**src/rtl/monitor_guard_pkg.sv**
```systemverilog
// Shared types and constants for the monitor-window Wishbone guard.
package monitor_guard_pkg;

  localparam int         TMR_W    = 8;
  localparam logic [7:0] VIOL_MAX = 8'hFF;

  typedef enum logic [1:0] {
    IDLE  = 2'd0,
    FWD   = 2'd1,
    BLOCK = 2'd2,
    RESP  = 2'd3
  } state_e;

  // One downstream request as captured from the master.
  typedef struct packed {
    logic [31:0] adr;
    logic [31:0] dat;
    logic [3:0]  sel;
    logic        we;
  } mon_req_t;

endpackage

```
**src/rtl/monitor_guard_timer.sv**
```systemverilog
// Loadable down-counter bounding a forwarded transfer; zero marks the last wait cycle.
module monitor_guard_timer
  import monitor_guard_pkg::*;
(
  input  logic             clk,
  input  logic             rst,
  input  logic             load,
  input  logic             en,
  input  logic [TMR_W-1:0] init,
  output logic             zero
);

  logic [TMR_W-1:0] count;

  always_ff @(posedge clk) begin
    if (rst)
      count <= '0;
    else if (load)
      count <= init;
    else if (en && count != '0)
      count <= count - 1'b1;
  end

  assign zero = (count == '0);

endmodule

```
**src/rtl/monitor_wb_guard.sv**
```systemverilog
// Wishbone guard in front of monitor memory: squashes locked writes to the protected
// region and bounds forwarded transfers. Optional MONITOR_GUARD_ERR_EN selects err responses.
module monitor_wb_guard
  import monitor_guard_pkg::*;
#(
  parameter int PROT_WORDS  = 512,
  parameter bit LOCK_STICKY = 1'b1,
  parameter int TIMEOUT     = 255
) (
  input  logic        sys_clk,
  input  logic        sys_rst,
  input  logic        write_lock,
  input  logic [31:0] wb_adr_i,
  input  logic [31:0] wb_dat_i,
  output logic [31:0] wb_dat_o,
  input  logic [3:0]  wb_sel_i,
  input  logic        wb_stb_i,
  input  logic        wb_cyc_i,
  input  logic        wb_we_i,
  output logic        wb_ack_o,
  output logic        wb_err_o,
  output logic [31:0] mon_adr_o,
  output logic [31:0] mon_dat_o,
  input  logic [31:0] mon_dat_i,
  output logic [3:0]  mon_sel_o,
  output logic        mon_stb_o,
  output logic        mon_cyc_o,
  output logic        mon_we_o,
  input  logic        mon_ack_i,
  output logic        lock_active_o,
  output logic [7:0]  viol_count_o,
  output logic [31:0] viol_adr_o
);

  localparam logic [29:0]      PROT_LIM = 30'(PROT_WORDS);
  // Timer holds the wait cycles remaining after the current one, so TIMEOUT
  // is exactly the number of cycles mon_stb_o stays high without an ack.
  localparam logic [TMR_W-1:0] TMR_INIT = TMR_W'(TIMEOUT - 1);

  state_e      state_q, state_d;
  mon_req_t    req_q, req_d;
  logic        act_q, act_d;
  logic        ack_q, ack_d;
  logic        err_q, err_d;
  logic [31:0] dat_q, dat_d;
  logic [31:0] rdata_q, rdata_d;
  logic        to_q, to_d;
  logic        abort_q, abort_d;
  logic [7:0]  cnt_q, cnt_d;
  logic [31:0] vadr_q, vadr_d;
  logic        lock_q;

  logic        prot, accept, live, fail;
  logic        tmr_load, tmr_en, tmr_zero;

  assign prot = (wb_adr_i[31:2] < PROT_LIM);
  // A response still on the bus is the master's old stb, not a new request.
  assign accept = wb_cyc_i && wb_stb_i && !ack_q && !err_q;
  assign live   = wb_cyc_i && !abort_q;

  monitor_guard_timer u_timer (
    .clk  (sys_clk),
    .rst  (sys_rst),
    .load (tmr_load),
    .en   (tmr_en),
    .init (TMR_INIT),
    .zero (tmr_zero)
  );

  always_ff @(posedge sys_clk) begin
    if (sys_rst)
      lock_q <= 1'b0;
    else if (LOCK_STICKY)
      lock_q <= lock_q | write_lock;
    else
      lock_q <= write_lock;
  end

  always_comb begin
    state_d  = state_q;
    req_d    = req_q;
    act_d    = act_q;
    ack_d    = 1'b0;
    err_d    = 1'b0;
    dat_d    = '0;
    rdata_d  = rdata_q;
    to_d     = to_q;
    abort_d  = abort_q;
    cnt_d    = cnt_q;
    vadr_d   = vadr_q;
    tmr_load = 1'b0;
    tmr_en   = 1'b0;
    fail     = 1'b0;

    unique case (state_q)
      IDLE: begin
        if (accept) begin
          abort_d = 1'b0;
          if (wb_we_i && lock_q && prot) begin
            state_d = BLOCK;
            if (cnt_q != VIOL_MAX)
              cnt_d = cnt_q + 1'b1;
            if (cnt_q == '0)
              vadr_d = wb_adr_i;
          end else begin
            state_d   = FWD;
            act_d     = 1'b1;
            req_d.adr = wb_adr_i;
            req_d.dat = wb_dat_i;
            req_d.sel = wb_sel_i;
            req_d.we  = wb_we_i;
            tmr_load  = 1'b1;
          end
        end
      end
      FWD: begin
        tmr_en = 1'b1;
        if (!wb_cyc_i)
          abort_d = 1'b1;
        // Ack takes priority over expiry in the same cycle.
        if (mon_ack_i) begin
          state_d = RESP;
          act_d   = 1'b0;
          rdata_d = req_q.we ? '0 : mon_dat_i;
          to_d    = 1'b0;
        end else if (tmr_zero) begin
          state_d = RESP;
          act_d   = 1'b0;
          rdata_d = '0;
          to_d    = 1'b1;
        end
      end
      BLOCK: begin
        state_d = IDLE;
        fail    = live;
      end
      RESP: begin
        state_d = IDLE;
        if (live) begin
          if (to_q) begin
            fail = 1'b1;
          end else begin
            ack_d = 1'b1;
            dat_d = rdata_q;
          end
        end
      end
      default: state_d = IDLE;
    endcase

`ifdef MONITOR_GUARD_ERR_EN
    if (fail) err_d = 1'b1;
`else
    if (fail) ack_d = 1'b1;
`endif
  end

  always_ff @(posedge sys_clk) begin
    if (sys_rst) begin
      state_q <= IDLE;
      req_q   <= '0;
      act_q   <= 1'b0;
      ack_q   <= 1'b0;
      err_q   <= 1'b0;
      dat_q   <= '0;
      rdata_q <= '0;
      to_q    <= 1'b0;
      abort_q <= 1'b0;
      cnt_q   <= '0;
      vadr_q  <= '0;
    end else begin
      state_q <= state_d;
      req_q   <= req_d;
      act_q   <= act_d;
      ack_q   <= ack_d;
      err_q   <= err_d;
      dat_q   <= dat_d;
      rdata_q <= rdata_d;
      to_q    <= to_d;
      abort_q <= abort_d;
      cnt_q   <= cnt_d;
      vadr_q  <= vadr_d;
    end
  end

  assign mon_adr_o     = req_q.adr;
  assign mon_dat_o     = req_q.dat;
  assign mon_sel_o     = req_q.sel;
  assign mon_we_o      = req_q.we;
  assign mon_cyc_o     = act_q;
  assign mon_stb_o     = act_q;
  assign wb_ack_o      = ack_q;
  assign wb_dat_o      = dat_q;
  assign lock_active_o = lock_q;
  assign viol_count_o  = cnt_q;
  assign viol_adr_o    = vadr_q;

`ifdef MONITOR_GUARD_ERR_EN
  assign wb_err_o = err_q;
`else
  assign wb_err_o = 1'b0;
`endif

endmodule

```
**config.mk**
```make
export PLATFORM = sky130hd
export DESIGN_NAME = monitor_wb_guard
export DESIGN_NICKNAME = d
export VERILOG_FILES = /design/src/rtl/monitor_guard_pkg.sv /design/src/rtl/monitor_guard_timer.sv /design/src/rtl/monitor_wb_guard.sv
export SDC_FILE = /design/constraint.sdc
export NUM_CORES = 1
export LEC_CHECK = 0
export BUFFER_PORTS_ARGS = -buffer_cell sky130_fd_sc_hd__clkbuf_2
export CELL_PAD_IN_SITES_DETAIL_PLACEMENT = 1
export CELL_PAD_IN_SITES_GLOBAL_PLACEMENT = 1
export CORE_UTILIZATION = 38
export DETAILED_ROUTE_END_ITERATION = 10
export PLACE_DENSITY_LB_ADDON = 0.1
export SLEW_MARGIN = 10
export SYNTH_ARGS = -nofsm -noshare
export SYNTH_HDL_FRONTEND = slang
export SYNTH_SLANG_ARGS = --single-unit
export TNS_END_PERCENT = 100
```
**constraint.sdc**
```tcl
create_clock -name sys_clk -period 3.7 [get_ports sys_clk]
set_input_delay 0.555 -clock sys_clk [delete_from_list [all_inputs] [get_ports sys_clk]]
set_output_delay 0.555 -clock sys_clk [all_outputs]
set_load 0.01 [all_outputs]
```
==> flow_summary.json <==
{
  "share_clk_of_total_power_pct": 43.7,
  "crit_path_end_kind": "register",
  "cp_slowest_stage_delay_ns": 0.84,
  "core_area_um2": 16100,
  "cp_max_fo": 39,
  "antenna_cells": 0,
  "drive_above_1_share_pct": 33.3,
  "combPwrFrac_pct": 7.8,
  "start_util_pct": 39.3,
  "internal_power_uw": 3270,
  "hold_viol_final": 0,
  "grt_pass1_vias": 5346,
  "nets": 998,
  "min_period_ns": 2.53,
  "worst_ep_arrival_time_ns": 2.88,
  "routabilityCongestion": 0.734,
  "synth_flop_cell": "dfxtp_1",
  "worstHoldPathCells": 3,
  "crit_path_start_kind": "register",
  "fillers": 1893,
  "yosysSeqAreaShare_pct": 59.7,
  "grt_use_met1_pct": 25.3,
  "worst_path_max_delay_cell": "o21ba_2",
  "fmax_mhz": 396,
  "fin_crit_sh_pct": 68.3,
  "clk_pin_slew_ns": 0.07,
  "grt_pass1_wl_um": 27500,
  "overflow": 0,
  "cts_made_buffers": 17,
  "htree_levels": 4,
  "yosysWarnings": 0,
  "status": "complete, no violations",
  "io_buffers": 251,
  "synth.avg_cell_area_um2": 9.64,
  "syn_inst": 654,
  "p_leak_uw": 0.00369,
  "ios": 253,
  "netlist.area_leader.share_pct": 59.7,
  "die_w_um": 131,
  "grt_util_met2_pct": 35.3,
  "synth_area_leader_cell": "dfxtp_1",
  "utilization_pct": 51.9,
  "critPathKind": "register to register",
  "drt_wl_total_um": 18000,
  "cts_setup_buffers": 0,
  "async_reset_ff_share_pct": 0,
  "drv_cap": 0,
  "cts_resized": 0,
  "pwr_density_cell_nw_per_um2": 526,
  "skew_ns": 0.00769,
  "grtUsageMet3_pct": 7.00,
  "setup_tns_ns": 0,
  "relSlewSlack_pct": 38.6,
  "cts_hold_buffers": 0,
  "vias": 5378,
  "path_cells": "nand3b_1, or3_1, o21ba_2, buf_4, nand2_1, a21oi_1",
  "clk-insertion-delay-late_ns": 0.42,
  "drc_errors": 0,
  "synth-edff-count": 0,
  "ys_ff_latch": 188,
  "clk_path_buf_depth": 2,
  "grt.total_usage_pct": 21.0,
  "worst_pin_slew_ns": 0.921,
  "netlist_top_cells_count": "dfxtp_1 (188), nand2_1 (144), a21oi_1 (84)",
  "post_drt_wl_per_cell_um": 16.1,
  "synthMostInstantiatedCell": "dfxtp_1",
  "grt_max_degree": 67,
  "root_buffer": "clkbuf_16",
  "syn_nets": 765,
  "r2r_cells": 6,
  "rows": 46,
  "netlist_area_um2": 6310,
  "die_area_um2": 17100,
  "rrSetupSlack_ns": 1.17,
  "ys_types": 45,
  "rsz0062_at_grt": "false",
  "finalSetupViolations": 0,
  "drtIter0Drc": 251,
  "cts_tree": "done",
  "cts_num_sinks": 188,
  "drv_slew": 0,
  "required_ns": 4.05,
  "firstDrtPassIters": 4,
  "hold_path.class": "input port to register",
  "die_h_um": 131,
  "switching_power_uw": 1110,
  "ir_drop_uv": 313,
  "busiest_layer": "met2",
  "drtAntennaViolNets": 0,
  "vias_per_cell": 4.82,
  "p_sw_share_pct": 25.4,
  "ys_top_cells_by_area": "dfxtp_1 (60%), nand2_1 (8.6%), a21oi_1 (6.7%)",
  "antenna_found_initial": 0,
  "syn_to_final_growth_pct": 32.3,
  "seqPwrFrac_pct": 48.5,
  "dp_hpwl_um": 12800
}
## stage by stage
stage	worst slack, ns	total power [uW]	cells	hold slack (ns)	area, um^2
finish	1.17	4390	1116	0.342	8340
global route	1.00	4580	1116	0.324	8340
CTS	1.14	4440	1116	0.320	8340
detailed placement	0.892	2520	1084	0.445	7720
global placement	0.942	2510	1084	0.436	7720
floorplan	1.49	2360	654	0.417	6310
## flip-flops by register name (all words and copies together), names as in the netlist
| register | count |
|---|---|
| abort_q | 1 |
| lock_active_o | 1 |
| mon_adr_o | 32 |
| mon_cyc_o | 1 |
| mon_dat_o | 32 |
| mon_sel_o | 4 |
| mon_we_o | 1 |
| rdata_q | 32 |
| state_q | 2 |
| to_q | 1 |
| u_timer.count | 8 |
| viol_adr_o | 32 |
| viol_count_o | 8 |
| wb_ack_o | 1 |
| wb_dat_o | 32 |
## cell usage in the layout, fill, tap and decap left out, drive strengths merged, types with 5 or more instances in the layout
| cell type | instances |
|---|---|
| a22o | 32 |
| dfxtp | 188 |
| nor3 | 6 |
| xnor2 | 6 |
| and2 | 53 |
| o21ai | 9 |
| mux2i | 12 |
| nor4 | 5 |
| or3 | 8 |
| buf | 7 |
| nor4b | 5 |
| inv | 14 |
| clkbuf | 267 |
| nor2 | 21 |
| a21oi | 84 |
| nand2 | 144 |
## power by group through the flow
stage / Combinational (uW) / Clock (uW) / Sequential, uW
5_1_grt: 379 / 2060 / 2140
2_1_floorplan: 177 / 0 / 2190
6_report: 342 / 1910 / 2130
3_5_place_dp: 345 / 0 / 2180
4_1_cts: 347 / 1960 / 2130
3_3_place_gp: 335 / 0 / 2170
## critical path, delay by kind of cell, from the launching register on
family / cells / cell delay (ns)
AOI/OAI and AO/OA: 2 / 0.99
buffers and inverters: 1 / 0.45
DFF: 1 / 0.33
and+or+nand+nor: 3 / 0.68
## per-layer routing
metal	part of all wire, %	wire length (um)
met5	0	0
met3	7.2	1300
met4	1.3	241
met1	42	7570
met2	49	8900
## area by class of cell
class | instances | area [um^2] | share of cell area, %
inverters | 5 | 18.8 | 0.225
multi-input cells | 418 | 2350 | 28.1
repair buffers | 257 | 1320 | 15.8
clock buffers | 17 | 425 | 5.10
clock inverters | 15 | 200 | 2.40
flip-flops and latches | 188 | 3760 | 45.1
well taps | 216 | 270 | 3.24
## kinds of logic after synthesis
kind of cell / after synthesis / share of synthesized area [%]
DFF: 188 / 59.7
AOI/OAI and AO/OA: 132 / 12.7
xor gates and xnor gates: 7 / 0.972
and+or+nand+nor: 261 / 20.2
buffers and inverters: 48 / 3.49
other: 1 / 0.0595
adders and majority gates: 4 / 0.794
muxes: 13 / 2.08
## final timing paths
path                                                  from                         end
worst max register to register         wb_ack_o$_SDFF_PP0_   mon_dat_o[5]$_SDFFE_PP0P_
worst max-delay path                   wb_ack_o$_SDFF_PP0_   mon_dat_o[5]$_SDFFE_PP0P_
worst min register to register  mon_adr_o[11]$_SDFFE_PP0P_  mon_adr_o[11]$_SDFFE_PP0P_
worst min-delay path                            write_lock    lock_active_o$_SDFF_PP0_
Power figures use the tool's default switching activity.
